`config.mk`:
```
export PLATFORM = sky130hd
export DESIGN_NAME = pipeline_hazard_ctrl
export DESIGN_NICKNAME = d
export VERILOG_FILES = /design/src/rtl/pipeline_hazard_ctrl_pkg.sv /design/src/rtl/pipeline_hazard_ctrl_load_use_detect.sv /design/src/rtl/pipeline_hazard_ctrl.sv
export SDC_FILE = /design/constraint.sdc
export NUM_CORES = 1
export LEC_CHECK = 0
export CORE_MARGIN = 3
export CORE_UTILIZATION = 30
export DETAILED_ROUTE_END_ITERATION = 7
export PLACE_DENSITY_LB_ADDON = 0.12
export SETUP_SLACK_MARGIN = 0.2
export SLEW_MARGIN = 0
export SYNTH_ARGS = -nofsm -noshare
export SYNTH_HDL_FRONTEND = slang
export SYNTH_SLANG_ARGS = --single-unit
```
`constraint.sdc`:
```
create_clock -name clk_i -period 3 [get_ports clk_i]
set_clock_uncertainty 0.1 [all_clocks]
set_input_delay 0.6 -clock clk_i [delete_from_list [all_inputs] [get_ports clk_i]]
set_output_delay 0.6 -clock clk_i [all_outputs]
set_load 0.1 [all_outputs]
```
`src/rtl/pipeline_hazard_ctrl_pkg.sv`:
```
`default_nettype none
// ============================================================================
// Module   : pipeline_hazard_ctrl_pkg
// Brief    : Shared types and constants for the pipeline stall/flush sequencer.
// Revision : 1.0 - initial release
// ============================================================================
package pipeline_hazard_ctrl_pkg;

  // Architectural register index width (x0..x31).
  localparam int REG_W = 5;

  // Largest legal cache-wait timeout; the wait counter is sized to hold it.
  localparam int TIMEOUT_MAX = 255;
  localparam int WAIT_W      = $clog2(TIMEOUT_MAX + 1);

  // Sequencer states. The fourth encoding is unused and recovers to RUN.
  typedef enum logic [1:0] {
    ST_RUN  = 2'b00,
    ST_WAIT = 2'b01,
    ST_ERR  = 2'b10
  } state_e;

endpackage : pipeline_hazard_ctrl_pkg
`default_nettype wire

```
`src/rtl/pipeline_hazard_ctrl_load_use_detect.sv`:
```
`default_nettype none
// ============================================================================
// Module   : load_use_detect
// Brief    : Combinational load-use hazard comparator (ID sources vs EX load).
// Revision : 1.0 - initial release
// ============================================================================
module load_use_detect
  import pipeline_hazard_ctrl_pkg::*;
(
  input  logic [REG_W-1:0] rs1_i,
  input  logic [REG_W-1:0] rs2_i,
  input  logic [REG_W-1:0] ex_rd_i,
  input  logic             ex_mem_read_i,
  output logic             hazard_o
);

  // A load writing x0 never creates a dependency, so rd==0 is excluded.
  always_comb begin
    hazard_o = ex_mem_read_i && (ex_rd_i != '0) &&
               ((ex_rd_i == rs1_i) || (ex_rd_i == rs2_i));
  end

endmodule : load_use_detect
`default_nettype wire

```
`src/rtl/pipeline_hazard_ctrl.sv`:
```
`default_nettype none
// ============================================================================
// Module   : pipeline_hazard_ctrl
// Brief    : Stall/flush sequencer: load-use bubbles, branch flush, blocking
//            data-cache handshake with timeout, stall-cycle counter.
// Revision : 1.0 - initial release
// ============================================================================
module pipeline_hazard_ctrl
  import pipeline_hazard_ctrl_pkg::*;
#(
  parameter int TIMEOUT = 255,
  parameter int CNT_W   = 32
) (
  input  logic             clk_i,
  input  logic             rst_i,
  input  logic [REG_W-1:0] IF_ID_Rs1_i,
  input  logic [REG_W-1:0] IF_ID_Rs2_i,
  input  logic [REG_W-1:0] ID_EX_Rd_i,
  input  logic             ID_EX_MemRead_i,
  input  logic             Branch_i,
  input  logic             MemReq_i,
  input  logic             cache_ack_i,
  output logic             cache_req_o,
  output logic             PCWrite_o,
  output logic             IF_ID_Write_o,
  output logic             NoOp_o,
  output logic             Flush_o,
  output logic             Stall_o,
  output logic             error_o,
  output logic [1:0]       state_o,
  output logic [CNT_W-1:0] stall_cnt_o
);

  localparam logic [WAIT_W-1:0] C_TIMEOUT = WAIT_W'(TIMEOUT);

  state_e             state_q, state_d;
  logic [WAIT_W-1:0]  wait_q, wait_d;
  logic [CNT_W-1:0]   cnt_q, cnt_d;
  logic               err_q, err_d;
  logic               hazard;
  logic               stall;
  logic               req;

  load_use_detect u_load_use_detect (
    .rs1_i         (IF_ID_Rs1_i),
    .rs2_i         (IF_ID_Rs2_i),
    .ex_rd_i       (ID_EX_Rd_i),
    .ex_mem_read_i (ID_EX_MemRead_i),
    .hazard_o      (hazard)
  );

  // Next-state, wait counter and cache handshake for the MEM-stage access.
  always_comb begin
    state_d = state_q;
    wait_d  = wait_q;
    stall   = 1'b0;
    req     = 1'b0;
    case (state_q)
      ST_RUN: begin
        req = MemReq_i;
        if (MemReq_i && !cache_ack_i) begin
          stall   = 1'b1;
          state_d = ST_WAIT;
          wait_d  = WAIT_W'(1);
        end
      end
      ST_WAIT: begin
        req = 1'b1;
        if (cache_ack_i) begin
          state_d = ST_RUN;
          wait_d  = '0;
        end else begin
          stall = 1'b1;
          if (wait_q == C_TIMEOUT) begin
            state_d = ST_ERR;
          end else begin
            wait_d = wait_q + 1'b1;
          end
        end
      end
      ST_ERR: begin
        stall = 1'b1;
      end
      default: begin
        state_d = ST_RUN;
        wait_d  = '0;
      end
    endcase
  end

  // Output priority: global freeze, then load-use bubble, then branch flush.
  always_comb begin
    PCWrite_o     = 1'b1;
    IF_ID_Write_o = 1'b1;
    NoOp_o        = 1'b0;
    Flush_o       = 1'b0;
    if (stall) begin
      PCWrite_o     = 1'b0;
      IF_ID_Write_o = 1'b0;
    end else if (hazard) begin
      PCWrite_o     = 1'b0;
      IF_ID_Write_o = 1'b0;
      NoOp_o        = 1'b1;
    end else if (Branch_i) begin
      Flush_o = 1'b1;
    end
  end

  // Saturating stall/bubble counter and sticky timeout flag.
  always_comb begin
    cnt_d = cnt_q;
    if ((stall || NoOp_o) && (cnt_q != {CNT_W{1'b1}})) begin
      cnt_d = cnt_q + 1'b1;
    end
    err_d = err_q || (state_d == ST_ERR);
  end

  // State registers with synchronous active-low reset.
  always_ff @(posedge clk_i) begin
    if (!rst_i) begin
      state_q <= ST_RUN;
      wait_q  <= '0;
      cnt_q   <= '0;
      err_q   <= 1'b0;
    end else begin
      state_q <= state_d;
      wait_q  <= wait_d;
      cnt_q   <= cnt_d;
      err_q   <= err_d;
    end
  end

  assign Stall_o     = stall;
  assign cache_req_o = req && rst_i;
  assign error_o     = err_q;
  assign state_o     = state_q;
  assign stall_cnt_o = cnt_q;

endmodule : pipeline_hazard_ctrl
`default_nettype wire

```
# Yosys cells after proc, flatten, opt, wreduce, memory -nomap -nowiden
# Index checks and enable logic that the tools add are counted.
dict set report totals {
  regBits 43
  input_bits 21
  output_inout_bits 41
  wordCells 47
}
dict set report classes {
  n_addsub 2
  eq_ne 9
  muxes 19
  n_bitwise 1
  reduce_logical 12
}
# op n
set ops {}
lappend ops {{adder 32 x 1 -> 32 bit, second input constant} 1}
lappend ops {{!= test 32 bit, second input constant} 1}
lappend ops {{two-way mux 8 bit} 3}
lappend ops {{case mux 8 bit (3 select lines)} 1}
lappend ops {{equality test 5 bit} 2}
lappend ops {{two-way mux 1 bit} 9}
lappend ops {{adder 8 x 1 -> 8 bit, second input constant} 1}
lappend ops {{equality test 8 bit, second input constant} 1}
lappend ops {{two-way mux 2 bit} 3}
lappend ops {{case mux 2 bit (3 select lines)} 1}
lappend ops {{logical AND 1 bit} 5}
lappend ops {{nonzero test 5 bit} 1}
lappend ops {{equality test 2 bit, second input constant} 2}
lappend ops {{logical OR 1 bit} 3}
lappend ops {{!= test 3 bit, second input constant} 1}
lappend ops {{case mux 1 bit (3 select lines)} 1}
lappend ops {{AND reduction 3 bit} 1}
lappend ops {{equality test 2 x 1 -> 1 bit, second input constant} 1}
lappend ops {{logical NOT 2 bit} 1}
lappend ops {{!= test 2 bit, second input constant} 1}
lappend ops {{case mux 1 bit (2 select lines)} 1}
lappend ops {{logical NOT 1 bit} 1}
lappend ops {{inverter 1 bit} 1}

# Depth between registers and ports, before layout
# Gate-level depths: netlist of run 1.
dict set report logic_depth {
  word_depth 7
  mapped_depth 10
  ltp_nobuf 7
}

# Cells and area by module
# Synthesis of run 1 repeated with hierarchy kept, for this count alone.
dict set report unflattened {
  hier_cells 285
  hier_area_um2 2323.5
}
# mod instances cells_per_inst area_per_inst_um2 seq_area_each_um2
set modules_own_cells {}
lappend modules_own_cells {pipeline_hazard_ctrl 1 268 2198.4 860.8}
lappend modules_own_cells {load_use_detect 1 17 125.1 0.0}

# Worst setup path before layout of run 1
# Ideal clock, no wire load.
dict set report synth_path {
  path_type {flip-flop to output port}
  from {register state_q[0] (netlist: state_o[0])}
  to {output port NoOp_o}
  t_arrival_ps 3691
  required_time_ps 2300
  slack_ps -1391
  path_stages_with_launch 4
  n_path_buf 0
  cell_sequence {dfxtp_1 > nand2b_1 > o21ai_4 > nor3_1}
}
dict set report synth_between {
  elab_chain_len 3
  elab_cells_between_ends 5
  cone_classes {eq/ne (2); mux (2); reduce/logical (1)}
}
# item line_no
set synth_rtl {}
lappend synth_rtl {{start, declared} pipeline_hazard_ctrl.sv:36} ;# state_e state_q, state_d;
lappend synth_rtl {{start signal, assigned} pipeline_hazard_ctrl.sv:126} ;# state_q <= state_d;
lappend synth_rtl {{equality test 2 bit, or another cell as far along} pipeline_hazard_ctrl.sv:58} ;# case (state_q)
lappend synth_rtl {{case mux 1 bit (3 select lines) *} pipeline_hazard_ctrl.sv:58}
lappend synth_rtl {{named net Stall_o} pipeline_hazard_ctrl.sv:28} ;# output logic Stall_o,
lappend synth_rtl {{two-way mux 1 bit *} pipeline_hazard_ctrl.sv:97} ;# if (stall) begin
lappend synth_rtl {{end, declared} pipeline_hazard_ctrl.sv:26} ;# output logic NoOp_o,
# The timed path passes the listed nets; every way through them passes the cells marked *.

# Worst setup path after layout of run 1
dict set report layout_path {
  from {input port IF_ID_Rs1_i[4]}
  to {output port Flush_o}
}
dict set report layout_between {
  elab_chain_len 5
}
# item line_no
set layout_rtl {}
lappend layout_rtl {{start, declared} pipeline_hazard_ctrl.sv:16} ;# input logic [REG_W-1:0] IF_ID_Rs1_i,
lappend layout_rtl {{equality test 5 bit} pipeline_hazard_ctrl_load_use_detect.sv:20} ;# ((ex_rd_i == rs1_i) || (ex_rd_i == rs2_i));
lappend layout_rtl {{logical OR 1 bit} pipeline_hazard_ctrl_load_use_detect.sv:20}
lappend layout_rtl {{logical AND 1 bit} pipeline_hazard_ctrl_load_use_detect.sv:19} ;# hazard_o = ex_mem_read_i && (ex_rd_i != '0) &&
lappend layout_rtl {{two-way mux 1 bit} pipeline_hazard_ctrl.sv:100} ;# end else if (hazard) begin
lappend layout_rtl {{two-way mux 1 bit} pipeline_hazard_ctrl.sv:97}
lappend layout_rtl {{end, declared} pipeline_hazard_ctrl.sv:27} ;# output logic Flush_o,
# Every way passes these cells.

==> reports/results.txt, run 1 <==
Slew Limit Headroom: 64.6%
Largest net degree at the start of global routing: 31
Dpl cell area: 3170 um^2
Remaining global-route overflow: 0
Crit path kind: in2out
Reg clk slew, reported paths: 90 ps
Starting DRT DRC Count: 105
Setup violators final: 0
Cells after Synth: 287
Worst vdd ir: 0.220 mV
Measured slew at the worst slew-check pin: 530 ps
Area Growth Syn to Fin: 41.8%
Post-synthesis sequential area ratio: 36.8%
RR Endpoint: stall_cnt_o[31]$_SDFFE_PN0P_
Mapped Area: 2340 um^2
WHS: 374 ps
Worst hold path class: reg2reg
Chip Width: 94.3 um
Antenna-violating nets left: 0
Max_cap viols: 0
Nets: 384
Max FO, Critical Path: 4
Port Buffer Count: 61
Synth cell count leaders: 43 x dfxtp_1, 28 x a21oi_1, 20 x nand2_1, 19 x nor2_1, 18 x or3_1
# rows: 31
Post-synth EDFFs: 0
FF-to-FF Start: stall_cnt_o[0]$_SDFFE_PN0P_
Hold depth: 1
Nature of the critical path endpoint: output pin
Antenna Cells: 0
Via count: 2,428
Die area: 8890 um^2
Dpl hpwl: 4790 um
Ys flop type: dfxtp_1
Syn avg cell area: 8.15 um^2
Layout cells sized above 1: 27.1%
Flop2flop setup slack: 600 ps
Post-CTS Hold Buffers: 0
Ports: 62
H-tree depth: 2
Fmax: 367 MHz
DRC: 0
Latest clock arrival within the worst-skew pair: 310 ps
Critical path required time: 2300 ps
Synth top area cells: dfxtp_1 37%, a21oi_1 6.0%, or3_1 4.8%, xor2_1 4.5%, nand3_1 3.6%
Flop and latch count out of synthesis: 43
Worst setup path start: IF_ID_Rs1_i[4]
Final count of hold timing violations: 0
Register-to-Register Path Depth: 8
CTS Sinks: 43
Syn_nets: 310
Fin crit period: 2720 ps
Initial antenna violation count: 0
Top-count cell post-synth: dfxtp_1
Startpoint Class: primary input
GRT Overall Usage: 15.4%
Starting density of the core: 31.6%
CTS max path bufs: 2
Post-synth ARST share: 0%
Status: complete, no violations
First-pass GRT wire length: 10,900 um
Cell area power density: 370 nW/um^2
Synth area leader: dfxtp_1
GPL Wtd Cong: 0.794
TritonRoute pass-1 iters: 4
Leakage: 0.00126 uW
Core region area: 7410 um^2
Total wire length: 6630 um
Arr. time, crit path: 2020 ps
Worst Hold Path EP: error_o$_SDFF_PN0_
Fin crit share: 90.8%
Via density: 5.27
RSZ-0062 raised after global routing: false
Min-delay src: error_o$_SDFF_PN0_
Clock root cell: clkbuf_8
Post-route cell area: 3320 um^2
Vias in the first global route: 2,263
Max Slew Vio Count: 0
Num CTS Buffers: 5
Routed WL per cell: 14.4 um
Area share of the largest cell type after synthesis: 36.8%
Synth warnings: 0
CTS tree: built
Distinct cell type count after synthesis: 43
Die Y: 94.3 um
-- final cells by class --
cell class                      instances  area [um^2]
Fill cell                             743         4090
Tap cell                               99          124
Clock inverter                          2         16.3
Clock buffer                            6         82.6
Inverter                                7         26.3
Sequential cell                        43          880
Timing Repair Buffer                   79          743
Multi-Input combinational cell        225         1450
-- where the power goes --
group | switching, uW | internal (uW)
sequential | 6.48 | 574
clock | 223 | 188
combinational | 143 | 93.1
total | 373 | 856
-- worst max-delay path, stage by stage --
cell and delay, ps:
clkdlybuf4s50_1 410, xor2_1 160, nor3_2 220, a22oi_2 110
o21a_4 220, and2_4 140, buf_12 160
-- flip-flops by register name (all words and copies together) (netlist names) --
signal and flops:
error_o 1, stall_cnt_o 32, state_o 2, wait_q 8
-- cells by family after synthesis --
logic type,synth area share [%]
AOI/OAI and AO/OA,18.7
xor gates and xnor gates,5.99
adders and majority gates,1.07
buffers and inverters,4.12
DFF,36.8
muxes,2.14
and+or+nand+nor,31.2
-- layer usage --
layer	GRT usage, %	part of all wire (%)	vias up
li1	-	-	1218
met1	20.0	46	1145
met2	25.4	49	52
met3	2.96	3.7	13
met4	5.42	1.9	0
met5	0	0	-
-- timing repair --
action | CTS | global route
setup buffers | 1 | 1
setup endpoints to repair | 4 | 3
pin swaps | 1 | 9
hold endpoints to repair | 0 | 0
resized for setup | 8 | 16
gates cloned | 0 | 0
-- through the flow --
| step | total power, uW | util, % | worst slack (ps) | instances | setup TNS, ps |
|---|---|---|---|---|---|
| 2_1_floorplan | 730 | - | 135 | 287 | 0 |
| 3_3_place_gp | 826 | 42.8 | 4.00 | 451 | 0 |
| 3_5_place_dp | 827 | 42.8 | -24.6 | 451 | -24.6 |
| 4_1_cts | 1240 | 44.4 | 217 | 460 | 0 |
| 5_1_grt | 1290 | 44.8 | 209 | 461 | 0 |
| 6_report | 1230 | 44.8 | 277 | 461 | 0 |
-- worst max path at each step --
stage / endpoint / slack, ps
detailed placement: Flush_o / -20
floorplan: stall_cnt_o[26]$_SDFFE_PN0P_ / 140
CTS: Flush_o / 220
global route: Flush_o / 210
finish: Flush_o / 280
global placement: stall_cnt_o[31]$_SDFFE_PN0P_ / 4
-- placed cells by master (no fill, tap or decap), types with 2 or more instances in the layout --
cell / count
buf_4: 51
dfxtp_1: 32
a21oi_1: 28
nand2_1: 20
nor2_1: 18
or3_1: 18
nand3_1: 17
o21ai_1: 12
xor2_1: 11
and3_1: 9
nand4_1: 9
dfxtp_2: 9
o31ai_1: 8
clkdlybuf4s50_1: 8
buf_12: 8
o21ai_0: 7
or4_1: 7
dlymetal6s2s_1: 7
and4_1: 6
clkbuf_8: 6
inv_1: 5
mux2i_1: 5
nand2b_1: 4
o21a_1: 4
xnor2_1: 4
and2_1: 3
nor4_1: 3
o211ai_1: 3
nor3_1: 3
clkbuf_2: 3
o21ai_4: 2
nor3_2: 2
inv_2: 2
nor3b_1: 2
ha_1: 2
dlygate4sd2_1: 2
dfxtp_4: 2
(Power assumes the default switching activity.)
==> inputs of run 2 (changes only) <==
GPL_ROUTABILITY_DRIVEN = 0   (was not set)
==> results of run 2 <==
No change in the layout: final DEF, timing and power equal those of run 1.
==> inputs of run 3 (changes only) <==
REMOVE_ABC_BUFFERS = 1   (was not set)
==> run 3 against run 2 <==
First-iteration DRC count rose by 38%. Combinational power barely moved. Critical path type unchanged. Clock power fell by 6.3%.
==> reports/results.txt, run 3 (synthesized netlist as in run 1, its figures left out) <==
Final TNS setup: 0 ps
Ports: 62
CTS tree: built
Nature of the critical path endpoint: output pin
Antenna Cells: 0
FF-to-FF Start: stall_cnt_o[0]$_SDFFE_PN0P_
# rows: 31
Register-to-Register Path Depth: 8
RR Endpoint: stall_cnt_o[31]$_SDFFE_PN0P_
H-tree depth: 2
Min-delay src: error_o$_SDFF_PN0_
Post-Route Utilization: 44.6%
Remaining global-route overflow: 0
Num CTS Buffers: 5
Flop2flop setup slack: 590 ps
Max Slew Vio Count: 0
Chip Width: 94.3 um
Arr. time, crit path: 2050 ps
Dpl hpwl: 4720 um
Largest net degree at the start of global routing: 28
Status: complete, no violations
Max reg flops: 32
Leakage: 0.00128 uW
Setup violators final: 0
Die area: 8890 um^2
Die Y: 94.3 um
TritonRoute pass-1 iters: 5
Critical path required time: 2300 ps
Vias in the first global route: 2,232
Port Buffer Count: 61
Fin crit period: 2750 ps
Starting density of the core: 31.6%
Most common cell after layout, fill and taps aside: buf_4
Hold depth: 1
CTS Sinks: 43
Nets: 388
Post-CTS Hold Buffers: 0
Core region area: 7410 um^2
Max_cap viols: 0
Reg clk slew, reported paths: 80 ps
Via count: 2,432
Slew Limit Headroom: 66.2%
Starting DRT DRC Count: 145
Latest clock arrival within the worst-skew pair: 300 ps
Initial antenna violation count: 0
DRC: 0
First-pass GRT wire length: 10,600 um
Layout cells sized above 1: 23.6%
Fmax: 363 MHz
Final count of hold timing violations: 0
WHS: 374 ps
Measured slew at the worst slew-check pin: 502 ps
Antenna-violating nets left: 0
Max FO, Critical Path: 2
Startpoint Class: primary input
CTS max path bufs: 2
Worst vdd ir: 0.175 mV
Cell area power density: 364 nW/um^2
Area Growth Syn to Fin: 41.1%
Clock root cell: clkbuf_8
Fin crit share: 91.8%
Routed WL per cell: 14.3 um
GRT Overall Usage: 14.8%
Most frequent cells in the layout: 54 x buf_4, 43 x dfxtp_1, 28 x a21oi_1
Via density: 5.24
Worst hold path class: reg2reg
Total wire length: 6640 um
Crit path kind: in2out
RSZ-0062 raised after global routing: false
Worst Hold Path EP: error_o$_SDFF_PN0_
[run 3: changes by cell type in the layout (fill, tap and decap cells not counted), moves of 2 or more]
cell	change
dfxtp_1	+11
dfxtp_4	-2
buf_4	+3
dfxtp_2	-9
dlygate4sd2_1	+4
clkdlybuf4s50_1	-3
[run 3: power breakdown]
part	internal (uW)	switching, uW
registers	575	6.20
logic	93.2	143
clock network	181	205
[run 3: metrics by stage]
stage	instance area [um^2]	total power (uW)	std cells	setup WS [ps]
floorplan	2270	713	275	-1730
CTS	3260	1210	463	207
detailed placement	3140	824	454	-170
global route	3300	1260	464	201
global placement	3140	823	454	-128
finish	3300	1200	464	247
[run 3: layer usage]
| layer | global-route usage [%] | routed length [um] |
|---|---|---|
| met5 | 0 | 0 |
| met4 | 4.09 | 59 |
| met3 | 3.37 | 364 |
| met2 | 24.6 | 3130 |
| met1 | 19.1 | 3080 |
[run 3: how the worst max path moves through the flow]
stage,endpoint,startpoint,cells after the start,slack (ps)
after detailed placement,Flush_o,ID_EX_Rd_i[3],6,-170
after floorplan,Flush_o,state_o[0]$_SDFF_PN0_,5,-1730
final,Flush_o,ID_EX_Rd_i[0],6,250
after global placement,Flush_o,ID_EX_Rd_i[3],6,-130
after global routing,Flush_o,IF_ID_Rs1_i[1],7,200
after CTS,Flush_o,ID_EX_Rd_i[2],6,210
[run 3: layout make-up]
| type | count | area, um^2 |
|---|---|---|
| inverter | 7 | 26.3 |
| sequential | 43 | 861 |
| clock inverter | 1 | 5.00 |
| clock buffer | 6 | 82.6 |
| tap | 99 | 124 |
| fill | 731 | 4110 |
| multi-input combinational | 225 | 1430 |
| timing repair buffer | 83 | 777 |
[run 3: worst max-delay path, stage by stage]
cell	delay, ps
dlygate4sd2_1	240
or4_4	520
o21ai_4	150
o21a_1	200
and2_4	170
buf_12	160
[run 3: timing repair]
action	CTS	global route
pin swaps	7	11
resized for setup	16	14
endpoints found under the setup margin	4	4
buffers inserted	2	1
